### src/rtl/mem_arbiter.sv
// rtl/mem_arbiter.sv - fetch/data arbiter serializing word accesses onto one single-port memory
// Build macro ARB_ROUND_ROBIN_EN selects round-robin tie-break; default gives the data port fixed priority.
module mem_arbiter #(
  parameter int AW      = 10,
  parameter int TIMEOUT = 15
) (
  input  logic          clk,
  input  logic          reset,
  input  logic          if_req,
  input  logic [31:0]   if_addr,
  output logic          if_gnt,
  output logic          if_done,
  output logic [31:0]   if_rdata,
  input  logic          d_req,
  input  logic          d_we,
  input  logic [31:0]   d_addr,
  input  logic [31:0]   d_wdata,
  output logic          d_gnt,
  output logic          d_done,
  output logic [31:0]   d_rdata,
  output logic          err,
  output logic          mem_en,
  output logic          mem_we,
  output logic [AW-1:0] mem_addr,
  output logic [31:0]   mem_wdata,
  input  logic [31:0]   mem_rdata,
  input  logic          mem_ready
);

  typedef enum logic [1:0] {IDLE, ACCESS, DONE} state_t;

  localparam logic [7:0] CNT_LAST = 8'(TIMEOUT - 1);

  state_t        state_q, state_d;
  logic          owner_q, owner_d;  // 1 = data port owns the access
  logic          last_q, last_d;    // 1 = data port won the most recent arbitration
  logic [7:0]    cnt_q, cnt_d;
  logic          if_gnt_q, if_gnt_d, d_gnt_q, d_gnt_d;
  logic          if_done_q, if_done_d, d_done_q, d_done_d;
  logic          err_q, err_d;
  logic          mem_en_q, mem_en_d, mem_we_q, mem_we_d;
  logic [AW-1:0] mem_addr_q, mem_addr_d;
  logic [31:0]   mem_wdata_q, mem_wdata_d;
  logic [31:0]   if_rdata_q, if_rdata_d, d_rdata_q, d_rdata_d;
  logic          pick_data;
  logic          unused_addr_bits;

  assign unused_addr_bits = ^{if_addr[31:AW+2], if_addr[1:0], d_addr[31:AW+2], d_addr[1:0]};

`ifdef ARB_ROUND_ROBIN_EN
  assign pick_data = d_req & (~if_req | ~last_q);
`else
  assign pick_data = d_req;
`endif

  always_comb begin
    state_d     = state_q;
    owner_d     = owner_q;
    last_d      = last_q;
    cnt_d       = cnt_q;
    if_gnt_d    = 1'b0;
    d_gnt_d     = 1'b0;
    if_done_d   = 1'b0;
    d_done_d    = 1'b0;
    err_d       = 1'b0;
    mem_en_d    = 1'b0;
    mem_we_d    = 1'b0;
    mem_addr_d  = mem_addr_q;
    mem_wdata_d = mem_wdata_q;
    if_rdata_d  = if_rdata_q;
    d_rdata_d   = d_rdata_q;
    case (state_q)
      IDLE, DONE: begin
        if (if_req || d_req) begin
          state_d  = ACCESS;
          owner_d  = pick_data;
          last_d   = pick_data;
          cnt_d    = 8'd0;
          mem_en_d = 1'b1;
          if (pick_data) begin
            d_gnt_d     = 1'b1;
            mem_we_d    = d_we;
            mem_addr_d  = d_addr[AW+1:2];
            mem_wdata_d = d_wdata;
          end else begin
            if_gnt_d   = 1'b1;
            mem_addr_d = if_addr[AW+1:2];
          end
        end else begin
          state_d = IDLE;
        end
      end
      ACCESS: begin
        if (mem_ready || cnt_q == CNT_LAST) begin
          state_d   = DONE;
          err_d     = ~mem_ready;
          d_done_d  = owner_q;
          if_done_d = ~owner_q;
          // Read data is only taken on a real completion, never on a watchdog abort.
          if (mem_ready) begin
            if (!owner_q) begin
              if_rdata_d = mem_rdata;
            end else if (!mem_we_q) begin
              d_rdata_d = mem_rdata;
            end
          end
        end else begin
          cnt_d    = cnt_q + 8'd1;
          mem_en_d = 1'b1;
          mem_we_d = mem_we_q;
        end
      end
      default: state_d = IDLE;
    endcase
  end

  always_ff @(posedge clk or posedge reset) begin
    if (reset) begin
      state_q     <= IDLE;
      owner_q     <= 1'b0;
      last_q      <= 1'b1;
      cnt_q       <= 8'd0;
      if_gnt_q    <= 1'b0;
      d_gnt_q     <= 1'b0;
      if_done_q   <= 1'b0;
      d_done_q    <= 1'b0;
      err_q       <= 1'b0;
      mem_en_q    <= 1'b0;
      mem_we_q    <= 1'b0;
      mem_addr_q  <= '0;
      mem_wdata_q <= '0;
      if_rdata_q  <= '0;
      d_rdata_q   <= '0;
    end else begin
      state_q     <= state_d;
      owner_q     <= owner_d;
      last_q      <= last_d;
      cnt_q       <= cnt_d;
      if_gnt_q    <= if_gnt_d;
      d_gnt_q     <= d_gnt_d;
      if_done_q   <= if_done_d;
      d_done_q    <= d_done_d;
      err_q       <= err_d;
      mem_en_q    <= mem_en_d;
      mem_we_q    <= mem_we_d;
      mem_addr_q  <= mem_addr_d;
      mem_wdata_q <= mem_wdata_d;
      if_rdata_q  <= if_rdata_d;
      d_rdata_q   <= d_rdata_d;
    end
  end

  assign if_gnt    = if_gnt_q;
  assign d_gnt     = d_gnt_q;
  assign if_done   = if_done_q;
  assign d_done    = d_done_q;
  assign err       = err_q;
  assign mem_en    = mem_en_q;
  assign mem_we    = mem_we_q;
  assign mem_addr  = mem_addr_q;
  assign mem_wdata = mem_wdata_q;
  assign if_rdata  = if_rdata_q;
  assign d_rdata   = d_rdata_q;

endmodule

### config.mk
export PLATFORM = sky130hd
export DESIGN_NAME = mem_arbiter
export DESIGN_NICKNAME = d
export VERILOG_FILES = /design/src/rtl/mem_arbiter.sv
export SDC_FILE = /design/constraint.sdc
export NUM_CORES = 1
export LEC_CHECK = 0
export ABC_AREA = 1
export CELL_PAD_IN_SITES_DETAIL_PLACEMENT = 1
export CELL_PAD_IN_SITES_GLOBAL_PLACEMENT = 1
export CORE_MARGIN = 2
export CORE_UTILIZATION = 29
export DETAILED_ROUTE_END_ITERATION = 6
export GPL_TIMING_DRIVEN = 0
export PLACE_DENSITY_LB_ADDON = 0.15
export RECOVER_POWER = 50
export SLEW_MARGIN = 20
export SYNTH_ARGS = -nofsm -noshare
export SYNTH_HDL_FRONTEND = slang
export SYNTH_SLANG_ARGS = --single-unit
### constraint.sdc
create_clock -name clk -period 4.89 [get_ports clk]
set_input_delay 1.2225 -clock clk [delete_from_list [all_inputs] [get_ports clk]]
set_output_delay 1.2225 -clock clk [all_outputs]
set_load 0.01 [all_outputs]
==> impl_metrics.yaml, run 1 <==
placed_design:
  portBuffers: 202
  place_ws_ns: 2.070
  dp_cells: 972
  dpl_cell_area_sq_mm: 0.007320
  routabilityCongestion: 0.7494
  dp_hpwl_mm: 11.08
floorplan:
  core-area_sq_mm: 0.01670
  start_util_pct: 29.86
  die_w_um: 135.1
  die-area_sq_mm: 0.01826
  die_h_um: 135.1
  rows: 47
  io-pin-count: 247
hold_path:
  min_path_type: "flip-flop to flip-flop"
  min_from: "mem_wdata[5]"
clock_tree:
  path_clk_slew_ns: 0.05
  clock_path_buffers: 2
  ctsResizeCount: 0
  clkLatencyLatePin_ns: 0.41
  cts_tree: "yes"
  post-cts-setup-buffer-count: 0
  root_buffer: "clkbuf_16"
  ctsHoldBuffers: 0
  clock_sinks: 124
  cts_inserted_buffers: 17
  cts_max_level: 4
yosys:
  yosys_warnings: 0
  synth_top_area_share_pct: 62.22
  seq_area_frac_synth_pct: 62.22
  synth_cell_types: 24
  syn_area_sq_mm: 0.004987
  ys_seq_elements: 124
  synthTopCellsByArea: "dfrtp_1 (62%), nand2_1 (14%), o21ai_0 (5.5%), inv_1 (4.0%), nor2_1 (3.6%)"
  syn_inst: 549
  syn_area_per_cell_sq_um: 9.084
  synth_area_leader_cell: "dfrtp_1"
  syn_nets: 685
pwr:
  p_leak_nw: 3.694
  power_frac_clock_pct: 26.9
  total_power_mw: 5.128
  p_per_area_mw_per_mm2: 650.7
  sw_frac_of_total_pct: 32.07
  p_switching_mw: 1.645
  vdd_drop_max_uv: 254.3
  comb_power_share_pct: 39.1
  internal-power_mw: 3.484
  seqPwrFrac_pct: 34.0
routing:
  via_per_inst: 4.428
  drc: 0
  antenna_left: 0
  wl_mm: 15.27
  wl_per_cell_um: 15.24
  drt_iter0_markers: 143
  vias: 4437
  firstDrtPassIters: 4
critical_path:
  worstSetupPathType: "input pin to flip-flop"
  rr_startpoint: "state_q[1]"
  endpoint_kind: "flip-flop"
  worstSetupEndpoint: "d_rdata[10]"
  r2r_cells: 5
  cp.required_ns: 5.15
  r2r-end: "d_rdata[10]"
  setup.worst_path.start: "mem_ready"
  startpoint_type: "input pin"
  crit_fanout: 10
  cp.arrival_ns: 3.35
  r2r_slack_ns: 2.71
sta:
  finClkSkew_ns: 0.005183
  hold_violations: 0
  maxSlewHeadroom_pct: 7.601
  slew_violations: 0
  setup_tns_ns: 0
  tightest_slew_ns: 1.378
  finalSetupViolCount: 0
  fmax_mhz: 324.0
  period_minus_slack_ns: 3.087
  fin_crit_sh_pct: 63.12
  hold_ws_ns: 0.4797
  rsz0062_at_grt: "false"
  setup_ws_ns: 1.803
run:
  max-cap-violations: 0
final_layout:
  diodes: 0
  finalNetCount: 907
  area_growth_pct: 58.03
  fin_area_sq_mm: 0.007881
  finalNonFillerCells: 1002
  drive_above_1_share_pct: 5.499
  layout_commonest_cell: "clkdlybuf4s50_1"
  layout_common_cells: "clkdlybuf4s50_1 (199), nand2_1 (184), dfrtp_1 (124)"
  utilization_pct: 47.19
global_routing:
  grt_usage_pct: 17.53
  grt_max_degree: 98
  grt_pass1_wl_mm: 24.63
  gr-total-overflow: 0
  antenna_found_initial: 0
  grt_pass1_vias: 4720
outcome:
  status: "finished, final reports clean"
[worst min-delay path by stage]
| stage | endpoint | slack, ns | depth (start not counted) |
|---|---|---|---|
| after floorplan | if_done | 0.44 | 1 |
| after global placement | mem_wdata[1] | 0.46 | 2 |
| after detailed placement | mem_wdata[26] | 0.47 | 2 |
| after CTS | mem_wdata[26] | 0.48 | 2 |
| after global routing | if_rdata[19] | 0.50 | 2 |
| final | mem_wdata[5] | 0.48 | 2 |
[Yosys cell counts]
| cell | n |
|---|---|
| a21oi_1 | 25 |
| a21oi_2 | 8 |
| buf_2 | 5 |
| buf_4 | 2 |
| buf_6 | 5 |
| clkbuf_1 | 12 |
| clkinv_1 | 2 |
| dfrtp_1 | 124 |
| ha_1 | 2 |
| inv_1 | 53 |
| inv_2 | 2 |
| nand2_1 | 183 |
| nand2_2 | 1 |
| nand2_4 | 1 |
| nand3_1 | 12 |
| nand3_2 | 2 |
| nor2_1 | 48 |
| nor2_4 | 1 |
| nor2_8 | 1 |
| nor3_1 | 1 |
| nor4_1 | 1 |
| o21ai_0 | 55 |
| o21ai_2 | 2 |
| xor2_1 | 1 |
[flip-flops by register name, summed over array words and instances, names as in the netlist]
register,flops
state_q,2
mem_we,1
cnt_q,8
if_rdata,32
d_done,1
err,1
mem_en,1
owner_q,1
if_gnt,1
mem_wdata,32
mem_addr,10
d_gnt,1
if_done,1
d_rdata,32
[cell families (layout without fill, tap and decap cells)]
logic type,Yosys count,count (layout),synth area share [%]
AOI/OAI and AO/OA,90,90,9.784
buffers and inverters,81,314,7.125
and+or+nand+nor,251,251,20.20
adders and majority gates,2,2,0.5017
xor gates and xnor gates,1,1,0.1756
DFF,124,124,62.22
[critical path: stages]
cell and delay, ns:
dlygate4sd3_1 0.61, nand3_1 0.12, nor2_1 0.64, clkbuf_1 0.58
a21oi_1 0.16
[per-layer routing]
metal	GRT usage, %	share of wire [%]	vias up
met5	0	0	-
met4	6.076	1.3	0
met3	7.632	9.8	16
met2	28.76	47	156
met1	20.58	41	2121
li1	-	-	2144
[power by group through the flow]
stage / clock network (mW) / registers [mW] / logic (mW)
3_5_place_dp: 0 / 1.76 / 2.07
2_1_floorplan: 0 / 1.94 / 0.652
3_3_place_gp: 0 / 1.73 / 2.03
6_report: 1.38 / 1.75 / 2.01
5_1_grt: 1.46 / 1.81 / 2.21
4_1_cts: 1.42 / 1.75 / 2.09
[final cells by class]
cell class / count / area, sq um
multi-input cells: 344 / 1476
fillers: 1920 / 8820
repair buffers: 203 / 2049
plain buffers: 24 / 113.9
clock buffers: 23 / 488.0
flip-flops and latches: 124 / 3103
clock inverters: 7 / 160.2
inverters: 57 / 215.2
well taps: 220 / 275.3
Note: power is estimated with default switching activity, not from simulation.
==> inputs of run 2 (changes only) <==
--- a/config.mk
+++ b/config.mk
@@ -9,7 +9,7 @@
 export CELL_PAD_IN_SITES_DETAIL_PLACEMENT = 1
 export CELL_PAD_IN_SITES_GLOBAL_PLACEMENT = 1
 export CORE_MARGIN = 2
-export CORE_UTILIZATION = 29
+export CORE_UTILIZATION = 26
 export DETAILED_ROUTE_END_ITERATION = 6
 export GPL_TIMING_DRIVEN = 0
 export PLACE_DENSITY_LB_ADDON = 0.15
==> constraint.sdc (replaced) <==
create_clock -name clk -period 2.6 [get_ports clk]
set_input_delay 0.65 -clock clk [delete_from_list [all_inputs] [get_ports clk]]
set_output_delay 0.65 -clock clk [all_outputs]
set_load 0.01 [all_outputs]
==> run 2 against run 1 <==
Total power up 86%. Sequential cell count unchanged. Via count is 1.0% higher. Die area grew 11%. Clock skew grew 0.0028 ns. Final area is 0.81% higher. Worst setup slack worse by 1.3 ns.
==> impl_metrics.yaml, run 2 (same netlist as run 1, synthesis figures left out) <==
outcome:
  status: "finished, final reports clean"
routing:
  wl_mm: 15.82
  firstDrtPassIters: 4
  drc: 0
  drt_iter0_markers: 114
  vias: 4482
  antenna_left: 0
  via_per_inst: 4.394
  wl_per_cell_um: 15.51
placed_design:
  routabilityCongestion: 0.7523
  place_ws_ns: 0.3409
  portBuffers: 202
  dpl_cell_area_sq_mm: 0.007393
  dp_hpwl_mm: 11.75
critical_path:
  cp.arrival_ns: 2.43
  rr_startpoint: "cnt_q[0]"
  worstSetupPathType: "input pin to flip-flop"
  setup.worst_path.start: "mem_ready"
  r2r_slack_ns: 0.84
  crit_fanout: 10
  r2r-end: "cnt_q[7]"
  cp.required_ns: 2.93
  r2r_cells: 7
  startpoint_type: "input pin"
  endpoint_kind: "flip-flop"
floorplan:
  die_h_um: 142.5
  die-area_sq_mm: 0.02031
  core-area_sq_mm: 0.01877
  io-pin-count: 247
  rows: 50
  start_util_pct: 26.57
  die_w_um: 142.5
pwr:
  comb_power_share_pct: 40.4
  internal-power_mw: 6.330
  p_leak_nw: 3.719
  total_power_mw: 9.522
  sw_frac_of_total_pct: 33.52
  p_switching_mw: 3.192
  seqPwrFrac_pct: 34.4
  vdd_drop_max_uv: 452.1
  p_per_area_mw_per_mm2: 1198
  power_frac_clock_pct: 25.1
clock_tree:
  ctsResizeCount: 0
  ctsHoldBuffers: 0
  post-cts-setup-buffer-count: 0
  clock_sinks: 124
  cts_tree: "yes"
  clkLatencyLatePin_ns: 0.41
  cts_max_level: 4
  root_buffer: "clkbuf_16"
  cts_inserted_buffers: 17
  clock_path_buffers: 2
  path_clk_slew_ns: 0.05
global_routing:
  grt_pass1_wl_mm: 25.55
  gr-total-overflow: 0
  grt_usage_pct: 16.02
  grt_max_degree: 33
  grt_pass1_vias: 5030
  antenna_found_initial: 0
sta:
  fmax_mhz: 476.9
  hold_ws_ns: 0.4692
  maxSlewHeadroom_pct: 35.99
  fin_crit_sh_pct: 80.65
  finalSetupViolCount: 0
  slew_violations: 0
  setup_ws_ns: 0.5030
  period_minus_slack_ns: 2.097
  hold_violations: 0
  finClkSkew_ns: 0.007993
  tightest_slew_ns: 0.9550
  rsz0062_at_grt: "false"
hold_path:
  min_from: "owner_q"
  min_path_type: "flip-flop to flip-flop"
  min_to: "if_done"
  hold_depth: 1
final_layout:
  area_growth_pct: 59.31
  layout_common_cells: "clkdlybuf4s50_1 (199), nand2_1 (184), dfrtp_1 (124)"
  finalNetCount: 910
  fin_area_sq_mm: 0.007945
  layout_commonest_cell: "clkdlybuf4s50_1"
  diodes: 0
  drive_above_1_share_pct: 6.997
run:
  max-cap-violations: 0
-- run 2: cell count changes in the layout (fill, tap and decap cells not counted), moves of 3 or more --
cell	before	now
a21oi_1	28	25
a21oi_2	5	8
buf_12	0	3
clkbuf_1	22	18
clkinv_2	2	5
clkinvlp_4	0	3
-- run 2: routing by layer --
metal  wire [um]  GRT usage, %  vias to the layer above
met4         209         4.950                        0
met3        1383         6.191                       17
met1        6763         19.26                     2155
met5           0             0                        -
met2        7465         26.57                      154
li1            -             -                     2156
-- run 2: power by group through the flow --
stage,Clock [mW],Combinational (mW),Sequential [mW]
2_1_floorplan,0,1.23,3.65
3_3_place_gp,0,3.84,3.27
3_5_place_dp,0,3.95,3.31
4_1_cts,2.47,3.98,3.29
5_1_grt,2.57,4.24,3.41
6_report,2.39,3.85,3.28
-- run 2: stage by stage --
stage          util [%]  cells  setup TNS [ns]
2_1_floorplan         -    549               0
3_3_place_gp      38.93    985          -99.16
3_5_place_dp      39.39    989               0
4_1_cts           42.59   1020               0
5_1_grt           42.33   1020               0
6_report          42.33   1020               0
-- run 2: final cells by class --
cell class,count,area (sq um)
multi-input cells,344,1504
inverters,57,215.2
fillers,2163,10820
well taps,234,292.8
clock inverters,12,146.4
flip-flops and latches,124,3103
plain buffers,24,121.4
clock buffers,19,452.9
repair buffers,206,2110
-- run 2: how the worst max path moves through the flow --
stage,slack (ns),end,cells after the start
final,0.50,d_rdata[4],6
after global routing,0.34,d_rdata[4],6
after CTS,0.58,mem_wdata[26],1
after detailed placement,0.34,if_rdata[1],4
after global placement,-0.81,if_rdata[18],2
after floorplan,0.42,cnt_q[0],1
-- run 2: critical path: stages --
cell	delay (ns)
dlygate4sd3_1	0.62
nand3_1	0.21
nor2_8	0.26
clkbuf_1	0.46
nor2_1	0.11
a21oi_2	0.12
